`src/rtl/mem_access_stage_pkg.sv`:
```
// mem_access_stage_pkg: shared widths and FSM encodings for the memory-access stage
package mem_access_stage_pkg;
  localparam int DSIZE = 32;
  localparam int ASIZE = 5;
  localparam int ISIZE = 32;
  typedef enum logic [1:0] {IDLE, WAIT, DONE, ERR} state_t;
endpackage

```
`src/rtl/mem_bus_watchdog.sv`:
```
// mem_bus_watchdog: counts cycles spent waiting on the data bus, flags TIMEOUT-1 reached
module mem_bus_watchdog #(
  parameter int TIMEOUT = 16
) (
  input  logic clk,
  input  logic rst,
  input  logic clr,
  input  logic en,
  output logic expired
);
  localparam int CW = $clog2(TIMEOUT) + 1;
  logic [CW-1:0] cnt;
  always_ff @(posedge clk)
    cnt <= (rst || clr) ? '0 : en ? cnt + 1'b1 : cnt;
  assign expired = cnt == CW'(TIMEOUT - 1);
endmodule

```
`src/rtl/mem_access_stage.sv`:
```
// mem_access_stage: EX/MEM -> MEM/WB data-memory stage with req/ack bus and watchdog abort.
// Define MEM_ALIGN_CHECK_EN to reject misaligned accesses with a misalign_out pulse.
module mem_access_stage
  import mem_access_stage_pkg::*;
#(
  parameter int DW      = DSIZE,
  parameter int RAW     = ASIZE,
  parameter int PCW     = ISIZE,
  parameter int TIMEOUT = 16
) (
  input  logic           clk,
  input  logic           rst,
  input  logic [DW-1:0]  aluout_in,
  input  logic [DW-1:0]  wdata_in,
  input  logic [RAW-1:0] waddr_in,
  input  logic           wen_in,
  input  logic           memread_in,
  input  logic           memwrite_in,
  input  logic           memtoreg_in,
  input  logic           jal_in,
  input  logic [PCW-1:0] nPC_in,
  output logic           stall_out,
  output logic           dmem_req,
  output logic           dmem_we,
  output logic [DW-1:0]  dmem_addr,
  output logic [DW-1:0]  dmem_wdata,
  input  logic           dmem_ack,
  input  logic [DW-1:0]  dmem_rdata,
  output logic [RAW-1:0] waddr_out,
  output logic [DW-1:0]  aluout_out,
  output logic [DW-1:0]  memdata_out,
  output logic           wen_out,
  output logic           memtoreg_out,
  output logic           jal_out,
  output logic [PCW-1:0] nPC_out,
  output logic           bus_err_out,
  output logic           misalign_out
);
  state_t state, nxt;
  logic acc, mis, start, busy, squash, expired;
  logic [DW-1:0] load_buf;
  assign acc = memread_in || memwrite_in;
`ifdef MEM_ALIGN_CHECK_EN
  assign mis       = state == IDLE && acc && aluout_in[1:0] != 2'b00;
  assign dmem_addr = aluout_in;
`else
  assign mis       = 1'b0;
  assign dmem_addr = {aluout_in[DW-1:2], 2'b00};
`endif
  assign start = state == IDLE && acc && !mis;
  assign busy  = start || state == WAIT;
  always_ff @(posedge clk)
    state <= rst ? IDLE : nxt;
  always_comb
    nxt = state == IDLE ? (start ? (dmem_ack ? DONE : WAIT) : IDLE) :
          state == WAIT ? (dmem_ack ? DONE : expired ? ERR : WAIT) : IDLE;
  // stall depends only on state and EX/MEM inputs, never on dmem_ack
  always_comb begin
    squash       = busy || state == ERR || mis;
    stall_out    = busy && !rst;
    dmem_req     = busy && !rst;
    bus_err_out  = state == ERR && !rst;
    misalign_out = mis && !rst;
    wen_out      = wen_in && !squash;
    memtoreg_out = memtoreg_in && !squash;
    jal_out      = jal_in && !squash;
  end
  always_ff @(posedge clk)
    if (rst) load_buf <= '0;
    else if (busy && dmem_ack && memread_in) load_buf <= dmem_rdata;
  mem_bus_watchdog #(.TIMEOUT(TIMEOUT)) u_wdog (
    .clk(clk),
    .rst(rst),
    .clr(nxt != WAIT),
    .en(nxt == WAIT),
    .expired(expired)
  );
  assign dmem_we     = memwrite_in;
  assign dmem_wdata  = wdata_in;
  assign waddr_out   = waddr_in;
  assign aluout_out  = aluout_in;
  assign nPC_out     = nPC_in;
  assign memdata_out = load_buf;
endmodule

```
`config.mk`:
```
export PLATFORM = sky130hd
export DESIGN_NAME = mem_access_stage
export DESIGN_NICKNAME = d
export VERILOG_FILES = /design/src/rtl/mem_access_stage_pkg.sv /design/src/rtl/mem_bus_watchdog.sv /design/src/rtl/mem_access_stage.sv
export SDC_FILE = /design/constraint.sdc
export NUM_CORES = 1
export LEC_CHECK = 0
export ABC_CLOCK_PERIOD_IN_PS = 3100
export CAP_MARGIN = 10
export CORE_AREA = 2 2 122 124
export DETAILED_ROUTE_END_ITERATION = 10
export DIE_AREA = 0 0 124 126
export PLACE_DENSITY = 0.56
export SETUP_SLACK_MARGIN = 0.02
export SLEW_MARGIN = 15
export SYNTH_ARGS = -nofsm -noshare
export SYNTH_HDL_FRONTEND = slang
export SYNTH_SLANG_ARGS = --single-unit
```
`constraint.sdc`:
```
create_clock -name clk -period 3.1 [get_ports clk]
set_input_delay 0.465 -clock clk [delete_from_list [all_inputs] [get_ports clk]]
set_output_delay 0.465 -clock clk [all_outputs]
set_load 0.01 [all_outputs]
```
# Yosys cells after proc, flatten, opt, wreduce, memory -nomap -nowiden
# Cells that the tools add are included.
[word_totals] out_inout_bits=173 rom_bits=0 elab_cells=30 reg_bits=39 ramBits=0 inputBits=141 latchBits=0 memories=0
[classes] n_mux=6 magnitude_cmp=0 n_eq_ne=5 bitwise=0 multipliers=0 reduce_logical=15 n_addsub=1 shift=0 div=0
[ops] cell="2-bit two-way mux" n=6
[ops] cell="1-bit logical AND" n=8
[ops] cell="5-bit by 1-bit adder with 5-bit output (second input constant)" n=1
[ops] cell="5-bit by 4-bit equality test with 1-bit output (second input constant)" n=1
[ops] cell="2-bit by 1-bit equality test with 1-bit output (second input constant)" n=2
[ops] cell="1-bit logical OR" n=4
[ops] cell="2-bit equality test (second input constant)" n=1
[ops] cell="1-bit logical NOT" n=2
[ops] cell="2-bit logical NOT" n=1
[ops] cell="2-bit by 1-bit != test with 1-bit output (second input constant)" n=1

# Longest topological paths before layout
# Gate-level depths: netlist (run 1).
[logic_depth] ltp_word=7 depth_mapped=6 mapped_depth_nobuf=6

# Modules after synthesis
# From an unflattened synthesis (run 1), not the netlist that was laid out.
[unflattened] cells_unflattened=318 hier_area_um2=2890.3
[modules_own_cells] module="mem_access_stage" area_each_um2=2632.5 seq_area_each_um2=680.7 cells_per_inst=294 n_inst=1
[modules_own_cells] module="mem_bus_watchdog" area_each_um2=257.7 seq_area_each_um2=100.1 cells_per_inst=24 n_inst=1

# Least setup slack after synthesis (run 1)
# Ideal clock, no wire load.
[synth_timing] path_kind="in2out" startpoint="input port rst" endpoint="output port stall_out" stages=3 path_slack_ns=1.446 required_ns=2.635 arrival_ns=1.189 n_path_buf=2 cell_sequence="buf_2 nor3b_1 buf_4"
[synth_via] elab_chain_len=2
[synth_lines] element="from (decl)" line="mem_access_stage.sv:12" text="input logic rst,"
[synth_lines] element="1-bit logical NOT"
[synth_lines] element="1-bit logical AND"
[synth_lines] element="to (decl)" line="mem_access_stage.sv:22" text="output logic stall_out,"
# No other way between the ends.

# Worst setup path after layout (run 1)
[layout_timing] startpoint="input port memread_in" endpoint="output port stall_out"
[layout_via] elab_chain_len=4
[layout_lines] element="from (decl)" line="mem_access_stage.sv:17" text="input logic memread_in,"
[layout_lines] element="1-bit logical OR" line="mem_access_stage.sv:42" text="assign acc = memread_in || memwrite_in;"
[layout_lines] element="1-bit logical AND" line="mem_access_stage.sv:50" text="assign start = state == IDLE && acc && !mis;"
[layout_lines] element="1-bit logical OR" line="mem_access_stage.sv:51" text="assign busy = start || state == WAIT;"
[layout_lines] element="1-bit logical AND" line="mem_access_stage.sv:60" text="stall_out = busy && !rst;"
# No other way between the ends.

==> results of run 1 <==
-- worst min-delay path by stage --
| stage | end | slack [ns] | cells after the start |
|---|---|---|---|
| 3_5_place_dp | u_wdog.cnt[0] | 0.45 | 1 |
| 4_1_cts | memdata_out[3] | 0.46 | 2 |
| 3_3_place_gp | u_wdog.cnt[0] | 0.43 | 1 |
| 6_report | memdata_out[13] | 0.45 | 2 |
| 5_1_grt | memdata_out[5] | 0.48 | 2 |
| 2_1_floorplan | u_wdog.cnt[0] | 0.42 | 1 |
-- power by group --
| part | switching [W] | internal, W |
|---|---|---|
| sequential | 0.0000126 | 0.000523 |
| combinational | 0.0000771 | 0.000106 |
| clock | 0.000210 | 0.000400 |
| total | 0.000299 | 0.00103 |
-- routing by layer --
layer  vias up  track usage (%)  routed length [um]
met5         -                0                   0
met4         0            6.940                 453
met3        49            3.850                 583
met2        79            10.50                2334
met1       715            6.700                1964
li1        724                -                   -
-- cell type report --
cell class                 count  area (um^2)
sequential                    39        780.7
timing repair buffer          81        798.3
fill                        1593        11670
multi-input combinational    127        653.1
tap                          184        230.2
inverter                       2        7.507
clock buffer                   6        138.9
clock inverter                 2        35.03
-- registers in the layout, summed over array words and instances (netlist names) --
| signal | flops |
|---|---|
| state | 2 |
| memdata_out | 32 |
| u_wdog.cnt | 5 |
-- cell usage after synthesis --
library cell / n
buf_4: 137
nand2_1: 67
dfxtp_1: 39
a21oi_1: 17
a21oi_2: 15
nor2_1: 7
and2_1: 4
buf_6: 3
clkbuf_4: 3
clkbuf_1: 2
ha_1: 2
inv_1: 2
a211oi_1: 1
and3_1: 1
and3b_1: 1
buf_1: 1
buf_2: 1
conb_1: 1
nand3_1: 1
nand3b_2: 1
nor3_1: 1
nor3b_1: 1
o211ai_1: 1
o21ba_2: 1
or3_4: 1
xnor2_1: 1
xor2_1: 1
-- through the flow --
| stage | hold WS, ns | utilization, % | worst slack (ns) | instance area, um^2 |
|---|---|---|---|---|
| 4_1_cts | 0.4584 | 18.47 | 0.6105 | 2644 |
| 2_1_floorplan | 0.4176 | - | 1.446 | 2542 |
| 5_1_grt | 0.4773 | 18.47 | 0.5358 | 2644 |
| 6_report | 0.4534 | 18.47 | 0.6322 | 2644 |
| 3_5_place_dp | 0.4489 | 17.26 | 0.6211 | 2470 |
| 3_3_place_gp | 0.4284 | 17.26 | 0.6224 | 2470 |
-- critical path: stages --
cell and delay [ns]:
clkdlybuf4s50_1 0.47, or3_4 0.40, nor3b_1 0.16, clkdlybuf4s50_1 0.51
-- cell families after synthesis --
logic type                 synth area share, %
adders and majority gates               0.9870
buffers and inverters                    43.73
xor gates and xnor gates                0.6911
DFF                                      30.80
and+or+nand+nor                          14.12
AOI/OAI and AO/OA                        9.526
other                                   0.1479
==> flow_summary_export.csv, run 1 <==
group,metric,value,unit
global_routing,grt_antenna_before_repair,0,
critical_path,worstRegToRegCells,3,
critical_path,cp.required,2.63,ns
timing,skew,0.001078,ns
drt,wl_per_cell,12.10,um
clock_tree,insertion_delay,0.29,ns
global_routing,grt_pass1_vias,1662,
clock_tree,clock-sinks,39,
drt,ant_nets,0,
timing,finalHoldViolations,0,
critical_path,worstPathMaxFanout,4,
global_routing,track_usage,7.054,%
timing,fin_setup_tns,0,ns
final_layout,synthToLayoutAreaGrowth,4.294,%
global_routing,grt_pass1_wl,8.197,mm
timing,slew_headroom,49.06,%
final_layout,fin_cells,441,
logic_synthesis,syn_avg_cell_area,8.099,um^2
floorplan,die_y,126,um
final_layout,final_cell_mix,"clkdlybuf4s50_1, nand2_1, dfxtp_1",
floorplan,die_w,124,um
global_routing,grt_max_degree,33,
drt,vias_per_cell,3.553,
drt,dr.pass1.iters,3,
floorplan,fp-row-count,44,
logic_synthesis,yosys.cell_types.count,27,
floorplan,die_area,15620,um^2
timing,setup_viol,0,
clock_tree,cts.clk_slew.worst_paths,0.06,ns
clock_tree,post_cts_resized,0,
timing,fmax,405.2,MHz
final_layout,antenna_cells,0,
clock_tree,clockRootBuffer,"clkbuf_16",
power,peakVddDrop,0.0001870,V
logic_synthesis,ys_seq_elements,39,
logic_synthesis,syn_inst,313,
logic_synthesis,synth_seq_area_share,30.80,%
place,dp.cells,433,
global_routing,overflow,0,
floorplan,coreArea,14310,um^2
place,port_buffers,78,
final_layout,fin_nets,399,
power,leakage,0.9002,nW
timing,rsz0062_at_grt,"no",
drt,drc,0,
critical_path,critPathArrivalTime,2.00,ns
power,power_density,502.5,nW/um^2
clock_tree,cts_buffers,5,
drt,first_iter_violations,23,
flow_run,max-cap-violations,0,
timing,worstMarginPinSlew,0.7600,ns
logic_synthesis,netlist_area,2535,um^2
critical_path,path_class,"in2out",
logic_synthesis,synth.top_cells.by_area,"buf_4, dfxtp_1, nand2_1, a21oi_2, a21oi_1",
clock_tree,htreeDepth,2,
clock_tree,hold_buffers,0,
floorplan,initial_core_util,17.71,%
hold_path,hold_path_startpoint,"memdata_out[13]",
clock_tree,cts_buffer_depth,2,
place,hpwl,3.924,mm
final_layout,drive_gt1_share,11.67,%
drt,vias,1567,
timing,period_share,79.61,%
final_layout,final_common_cell,"clkdlybuf4s50_1",
timing,period_minus_slack,2.468,ns
critical_path,cp-endpoint,"stall_out",
drt,totalWireLength,5.336,mm
clock_tree,cts_setup_buffers,0,
timing,drv_slew,0,
clock_tree,tritoncts,"done",
place,gp_congestion,0.6822,
logic_synthesis,yosys_warnings,0,
logic_synthesis,synth_top_cell_by_area,"buf_4",
outcome,status,"finished clean",
critical_path,cp-startpoint,"memread_in",
critical_path,r2r-start,"state[1]",
logic_synthesis,yosysTopAreaCellShare,40.57,%
floorplan,io_pins,314,
critical_path,rr_endpoint,"memdata_out[2]",
critical_path,r2r_slack,1.50,ns
critical_path,endpoint_kind,"output pin",
power,power,0.001329,W
hold_path,hold_path_class,"reg2reg",
critical_path,cp-start-kind,"input pin",
(Power assumes the default switching activity.)
==> inputs of run 2 (changes only) <==
--- a/config.mk
+++ b/config.mk
@@ -5,12 +5,12 @@
 export SDC_FILE = /design/constraint.sdc
 export NUM_CORES = 1
 export LEC_CHECK = 0
-export ABC_CLOCK_PERIOD_IN_PS = 3100
+export ABC_CLOCK_PERIOD_IN_PS = 2000
 export CAP_MARGIN = 10
-export CORE_AREA = 2 2 122 124
+export CORE_AREA = 2 2 123 125
 export DETAILED_ROUTE_END_ITERATION = 10
-export DIE_AREA = 0 0 124 126
-export PLACE_DENSITY = 0.56
+export DIE_AREA = 0 0 125 127
+export PLACE_DENSITY = 0.57
 export SETUP_SLACK_MARGIN = 0.02
 export SLEW_MARGIN = 15
 export SYNTH_ARGS = -nofsm -noshare
==> constraint.sdc (replaced) <==
create_clock -name clk -period 2 [get_ports clk]
set_input_delay 0.3 -clock clk [delete_from_list [all_inputs] [get_ports clk]]
set_output_delay 0.3 -clock clk [all_outputs]
set_load 0.01 [all_outputs]
==> run 2 against run 1 <==
Sequential share of layout area fell by 0.070 points. Cell count up 1.1%. Largest cell class unchanged. Setup slack got worse by 0.49 ns. Utilization down 0.098 points. Clock skew is 0.0026 ns higher. Sequential cell count unchanged. Non-clock buffer count up 5. Power is 45% higher.
==> flow_summary_export.csv, run 2 (same netlist as run 1, synthesis figures left out) <==
group,metric,value,unit
outcome,status,"finished clean",
critical_path,rr_endpoint,"u_wdog.cnt[2]",
critical_path,path_class,"in2out",
critical_path,cp_num_buf_inv,2,
clock_tree,cts.clk_slew.worst_paths,0.05,ns
drt,ant_nets,0,
clock_tree,hold_buffers,0,
global_routing,track_usage,6.441,%
floorplan,coreArea,14420,um^2
drt,wl_per_cell,11.56,um
clock_tree,insertion_delay,0.29,ns
final_layout,final_cell_mix,"clkdlybuf4s50_1, nand2_1, dfxtp_1",
drt,drc,0,
global_routing,overflow,0,
critical_path,critPathArrivalTime,1.56,ns
timing,setup_viol,0,
drt,vias,1572,
timing,period_minus_slack,1.861,ns
timing,fmax,537.4,MHz
clock_tree,cts_buffers,5,
final_layout,drive_gt1_share,13.41,%
critical_path,path_cells,"clkdlybuf4s50_1 -> or3_4 -> nor3b_1 -> dlygate4sd2_1",
power,leakage,0.9253,nW
final_layout,final_util,18.37,%
timing,rsz0062_at_grt,"no",
place,port_buffers,78,
clock_tree,htreeDepth,2,
final_layout,fin_nets,404,
clock_tree,post_cts_resized,6,
floorplan,io_pins,314,
floorplan,die_area,15880,um^2
hold_path,hold_path_class,"reg2reg",
power,peakVddDrop,0.0002902,V
hold_path,min_to,"u_wdog.cnt[0]",
critical_path,r2r_slack,0.51,ns
final_layout,final_common_cell,"clkdlybuf4s50_1",
place,dp.cells,438,
timing,finalHoldViolations,0,
global_routing,grt_max_degree,22,
floorplan,fp-row-count,44,
critical_path,cp.depth,4,
final_layout,fin_cells,446,
final_layout,largest_reg_flops,32,
flow_run,max-cap-violations,0,
place,hpwl,3.822,mm
floorplan,die_y,127,um
place,dpl-instance-area,2507,um^2
final_layout,n_fill_cell,1611,
drt,first_iter_violations,50,
timing,drv_slew,0,
critical_path,worstPathMaxFanout,3,
place,gp_congestion,0.6555,
clock_tree,clock-sinks,39,
drt,vias_per_cell,3.525,
power,power_density,726.6,nW/um^2
critical_path,cp-start-kind,"input pin",
hold_path,hold_path_startpoint,"u_wdog.cnt[0]",
floorplan,initial_core_util,17.57,%
drt,dr.pass1.iters,4,
critical_path,cpMaxStageDelayCell,"clkdlybuf4s50_1",
hold_path,holdPathStages,1,
final_layout,synthToLayoutAreaGrowth,4.541,%
global_routing,grt_pass1_vias,1610,
critical_path,r2r-start,"u_wdog.cnt[0]",
clock_tree,cts_buffer_depth,2,
clock_tree,cts_setup_buffers,0,
floorplan,die_w,125,um
critical_path,worstRegToRegCells,6,
clock_tree,clockRootBuffer,"clkbuf_16",
timing,skew,0.003714,ns
critical_path,endpoint_kind,"output pin",
critical_path,cp.required,1.70,ns
critical_path,crit_path_max_incr_delay,0.44,ns
drt,totalWireLength,5.155,mm
timing,period_share,93.04,%
global_routing,grt_antenna_before_repair,0,
timing,holdWs,0.4493,ns
critical_path,cp_top_family,"buffers and inverters",
clock_tree,tritoncts,"done",
final_layout,final_area,2650,um^2
global_routing,grt_pass1_wl,7.893,mm
[run 2: worst max-delay path by stage]
stage,from,endpoint,slack [ns]
after global routing,memread_in,stall_out,0.08
after CTS,memread_in,dmem_req,0.13
final,memread_in,dmem_req,0.14
after floorplan,state[0],stall_out,0.65
after global placement,memread_in,dmem_req,-0.06
after detailed placement,memread_in,jal_out,-0.11
[run 2: power by group]
part | internal (W) | total (W) | switching, W
logic | 0.000166 | 0.000287 | 0.000122
registers | 0.000811 | 0.000831 | 0.0000194
clock network | 0.000487 | 0.000807 | 0.000320
[run 2: layout make-up]
class                      instances  area, um^2  area share (%)
clock inverter                     1       5.005          0.1889
sequential                        39       780.7           29.46
timing repair buffer              86       829.5           31.30
tap                              184       230.2           8.687
multi-input combinational        127       655.6           24.74
inverter                           2       7.507          0.2833
antenna                            1       2.502         0.09443
clock buffer                       6       138.9           5.241
[run 2: stage by stage]
step                total power, W  TNS [ns]  setup WS [ns]
floorplan                 0.001244         0         0.6532
global placement          0.001138   -0.2254       -0.05678
detailed placement        0.001145   -0.4113        -0.1110
CTS                       0.001981         0         0.1313
global route              0.002024         0        0.08230
finish                    0.001925         0         0.1392
[run 2: per-layer routing]
metal / share of wire [%] / global-route usage [%] / wire length, um
met5: 0 / 0 / 0
met4: 5.6 / 5.621 / 287
met3: 14 / 3.978 / 702
met2: 46 / 10.10 / 2369
met1: 35 / 5.867 / 1795
[run 2: worst register-to-register path: cells and delay by family, from the launching register on]
family	cells	cell delay, ns
flops	1	0.35
fa+ha+maj	2	0.32
compound gates	1	0.38
simple gates	3	0.32
==> inputs of run 3 (changes only) <==
--- a/config.mk
+++ b/config.mk
@@ -8,6 +8,7 @@
 export ABC_CLOCK_PERIOD_IN_PS = 2000
 export CAP_MARGIN = 10
 export CORE_AREA = 2 2 123 125
+export CTS_BUF_LIST = sky130_fd_sc_hd__clkbuf_4 sky130_fd_sc_hd__clkbuf_8
 export DETAILED_ROUTE_END_ITERATION = 10
 export DIE_AREA = 0 0 125 127
 export PLACE_DENSITY = 0.57
@@ -16,3 +17,4 @@
 export SYNTH_ARGS = -nofsm -noshare
 export SYNTH_HDL_FRONTEND = slang
 export SYNTH_SLANG_ARGS = --single-unit
+export TNS_END_PERCENT = 20
==> run 3 against run 2 <==
Critical path depth did not move. Utilization down 0.38 points. Global-route usage is essentially flat. Sequential share of layout area rose by 0.67 points.
==> flow_summary_export.csv, run 3 (same netlist as run 1, synthesis figures left out) <==
group,metric,value,unit
place,port_buffers,78,
flow_run,max-cap-violations,0,
place,dpl-instance-area,2507,um^2
hold_path,hold_path_startpoint,"rst",
final_layout,multi_input_area,655.6,um^2
timing,rsz0062_at_grt,"no",
floorplan,initial_core_util,17.57,%
timing,skew,0.005269,ns
final_layout,final_cell_mix,"clkdlybuf4s50_1, nand2_1, dfxtp_1",
timing,drv_slew,0,
clock_tree,cts.clk_slew.worst_paths,0.08,ns
final_layout,fin_cells,446,
global_routing,grt-busiest-layer,"met2",
timing,finalHoldViolations,0,
final_layout,n_fill_cell,1618,
final_layout,largest_reg_flops,32,
critical_path,path_cells,"clkdlybuf4s50_1 -> or3_4 -> nor3b_1 -> dlygate4sd2_1",
floorplan,die_area,15880,um^2
drt,first_iter_violations,48,
floorplan,io_pins,314,
final_layout,final_util,17.99,%
critical_path,critPathArrivalTime,1.55,ns
floorplan,fp-row-count,44,
global_routing,grt.met3_usage,3.978,%
critical_path,cpMaxStageDelayCell,"clkdlybuf4s50_1",
global_routing,grt_pass1_vias,1607,
drt,vias_per_cell,3.529,
place,dp.cells,438,
critical_path,cp-start-kind,"input pin",
final_layout,drive_gt1_share,13.79,%
power,peakVddDrop,0.0001901,V
critical_path,worstPathMaxFanout,3,
floorplan,coreArea,14420,um^2
clock_tree,tritoncts,"done",
clock_tree,clockRootBuffer,"clkbuf_8",
clock_tree,htreeDepth,2,
global_routing,grt_pass1_wl,7.900,mm
hold_path,hold_path_class,"in2reg",
final_layout,fin_nets,404,
drt,ant_nets,0,
global_routing,overflow,0,
drt,dr.pass1.iters,4,
hold_path,min_to,"memdata_out[1]",
global_routing,track_usage,6.450,%
timing,period_share,92.56,%
critical_path,worstRegToRegCells,6,
critical_path,cp_num_buf_inv,2,
timing,period_minus_slack,1.851,ns
power,leakage,0.9000,nW
place,gp_congestion,0.6555,
drt,totalWireLength,5.166,mm
floorplan,die_y,127,um
global_routing,grt_max_degree,22,
critical_path,path_class,"in2out",
critical_path,endpoint_kind,"output pin",
clock_tree,insertion_delay,0.30,ns
global_routing,grt_use_met2,10.13,%
drt,vias,1574,
final_layout,register_area,782.0,um^2
critical_path,r2r_slack,0.51,ns
final_layout,final_area,2595,um^2
critical_path,r2r-start,"u_wdog.cnt[0]",
power,power_density,648.9,nW/um^2
clock_tree,cts_buffer_depth,2,
floorplan,die_w,125,um
hold_path,holdPathStages,3,
clock_tree,clock-sinks,39,
outcome,status,"finished clean",
final_layout,final_common_cell,"clkdlybuf4s50_1",
drt,wl_per_cell,11.58,um
critical_path,cp.required,1.70,ns
global_routing,grt_use_met1,5.867,%
global_routing,grt_antenna_before_repair,0,
place,hpwl,3.822,mm
critical_path,cp_top_family,"buffers and inverters",
final_layout,synthToLayoutAreaGrowth,2.369,%
critical_path,rr_endpoint,"u_wdog.cnt[2]",
critical_path,crit_path_max_incr_delay,0.44,ns
timing,fmax,540.2,MHz
critical_path,cp.depth,4,
clock_tree,cts_buffers,5,
drt,drc,0,
timing,setup_viol,0,
==> run 3: cell counts in the layout (fill, tap and decap cells not counted) <==
No cell type changed its count.
==> run 3: worst max path at each step <==
stage	from	endpoint	slack (ns)
after CTS	memread_in	dmem_req	0.14
after global placement	memread_in	dmem_req	-0.06
final	memread_in	dmem_req	0.15
after global routing	memread_in	stall_out	0.09
after detailed placement	memread_in	jal_out	-0.11
after floorplan	state[0]	stall_out	0.65
==> run 3: cell type report <==
type	count	area share [%]
multi-input cells	127	25.27
diodes	1	0.09643
clock buffers	6	3.182
well taps	184	8.872
repair buffers	86	31.97
clock inverters	1	0.1929
flip-flops and latches	39	30.13
inverters	2	0.2893
==> run 3: metrics by stage <==
stage / setup TNS, ns / total power [W] / setup slack (ns) / hold WS, ns
finish: 0 / 0.001684 / 0.1488 / 0.4496
global route: 0 / 0.001786 / 0.09372 / 0.4730
CTS: 0 / 0.001740 / 0.1403 / 0.4417
detailed placement: -0.4113 / 0.001145 / -0.1110 / 0.4417
global placement: -0.2254 / 0.001138 / -0.05678 / 0.4306
floorplan: 0 / 0.001244 / 0.6532 / 0.4176
==> run 3: power breakdown <==
| part | switching, W | internal (W) | total [W] |
|---|---|---|---|
| sequential | 0.0000195 | 0.000810 | 0.000830 |
| clock | 0.000296 | 0.000271 | 0.000567 |
| combinational | 0.000122 | 0.000166 | 0.000288 |
| total | 0.000437 | 0.00125 | 0.00168 |
==> run 3: tightest hold or removal path, cell delays in order <==
cell,delay (ns)
buf_2,0.12
buf_4,0.25
a21oi_2,0.04
==> run 3: layer usage <==
layer  share of wire (%)  vias to the layer above
met5                   0                        -
met4                 5.6                        0
met3                  13                       49
met2                  46                      104
met1                  35                      689
li1                    -                      732
==> run 3: what timing repair did <==
action,in CTS,in global routing
setup buffers,0,0
resized for setup,7,0
endpoints found under the setup margin,5,0
hold buffers,0,0
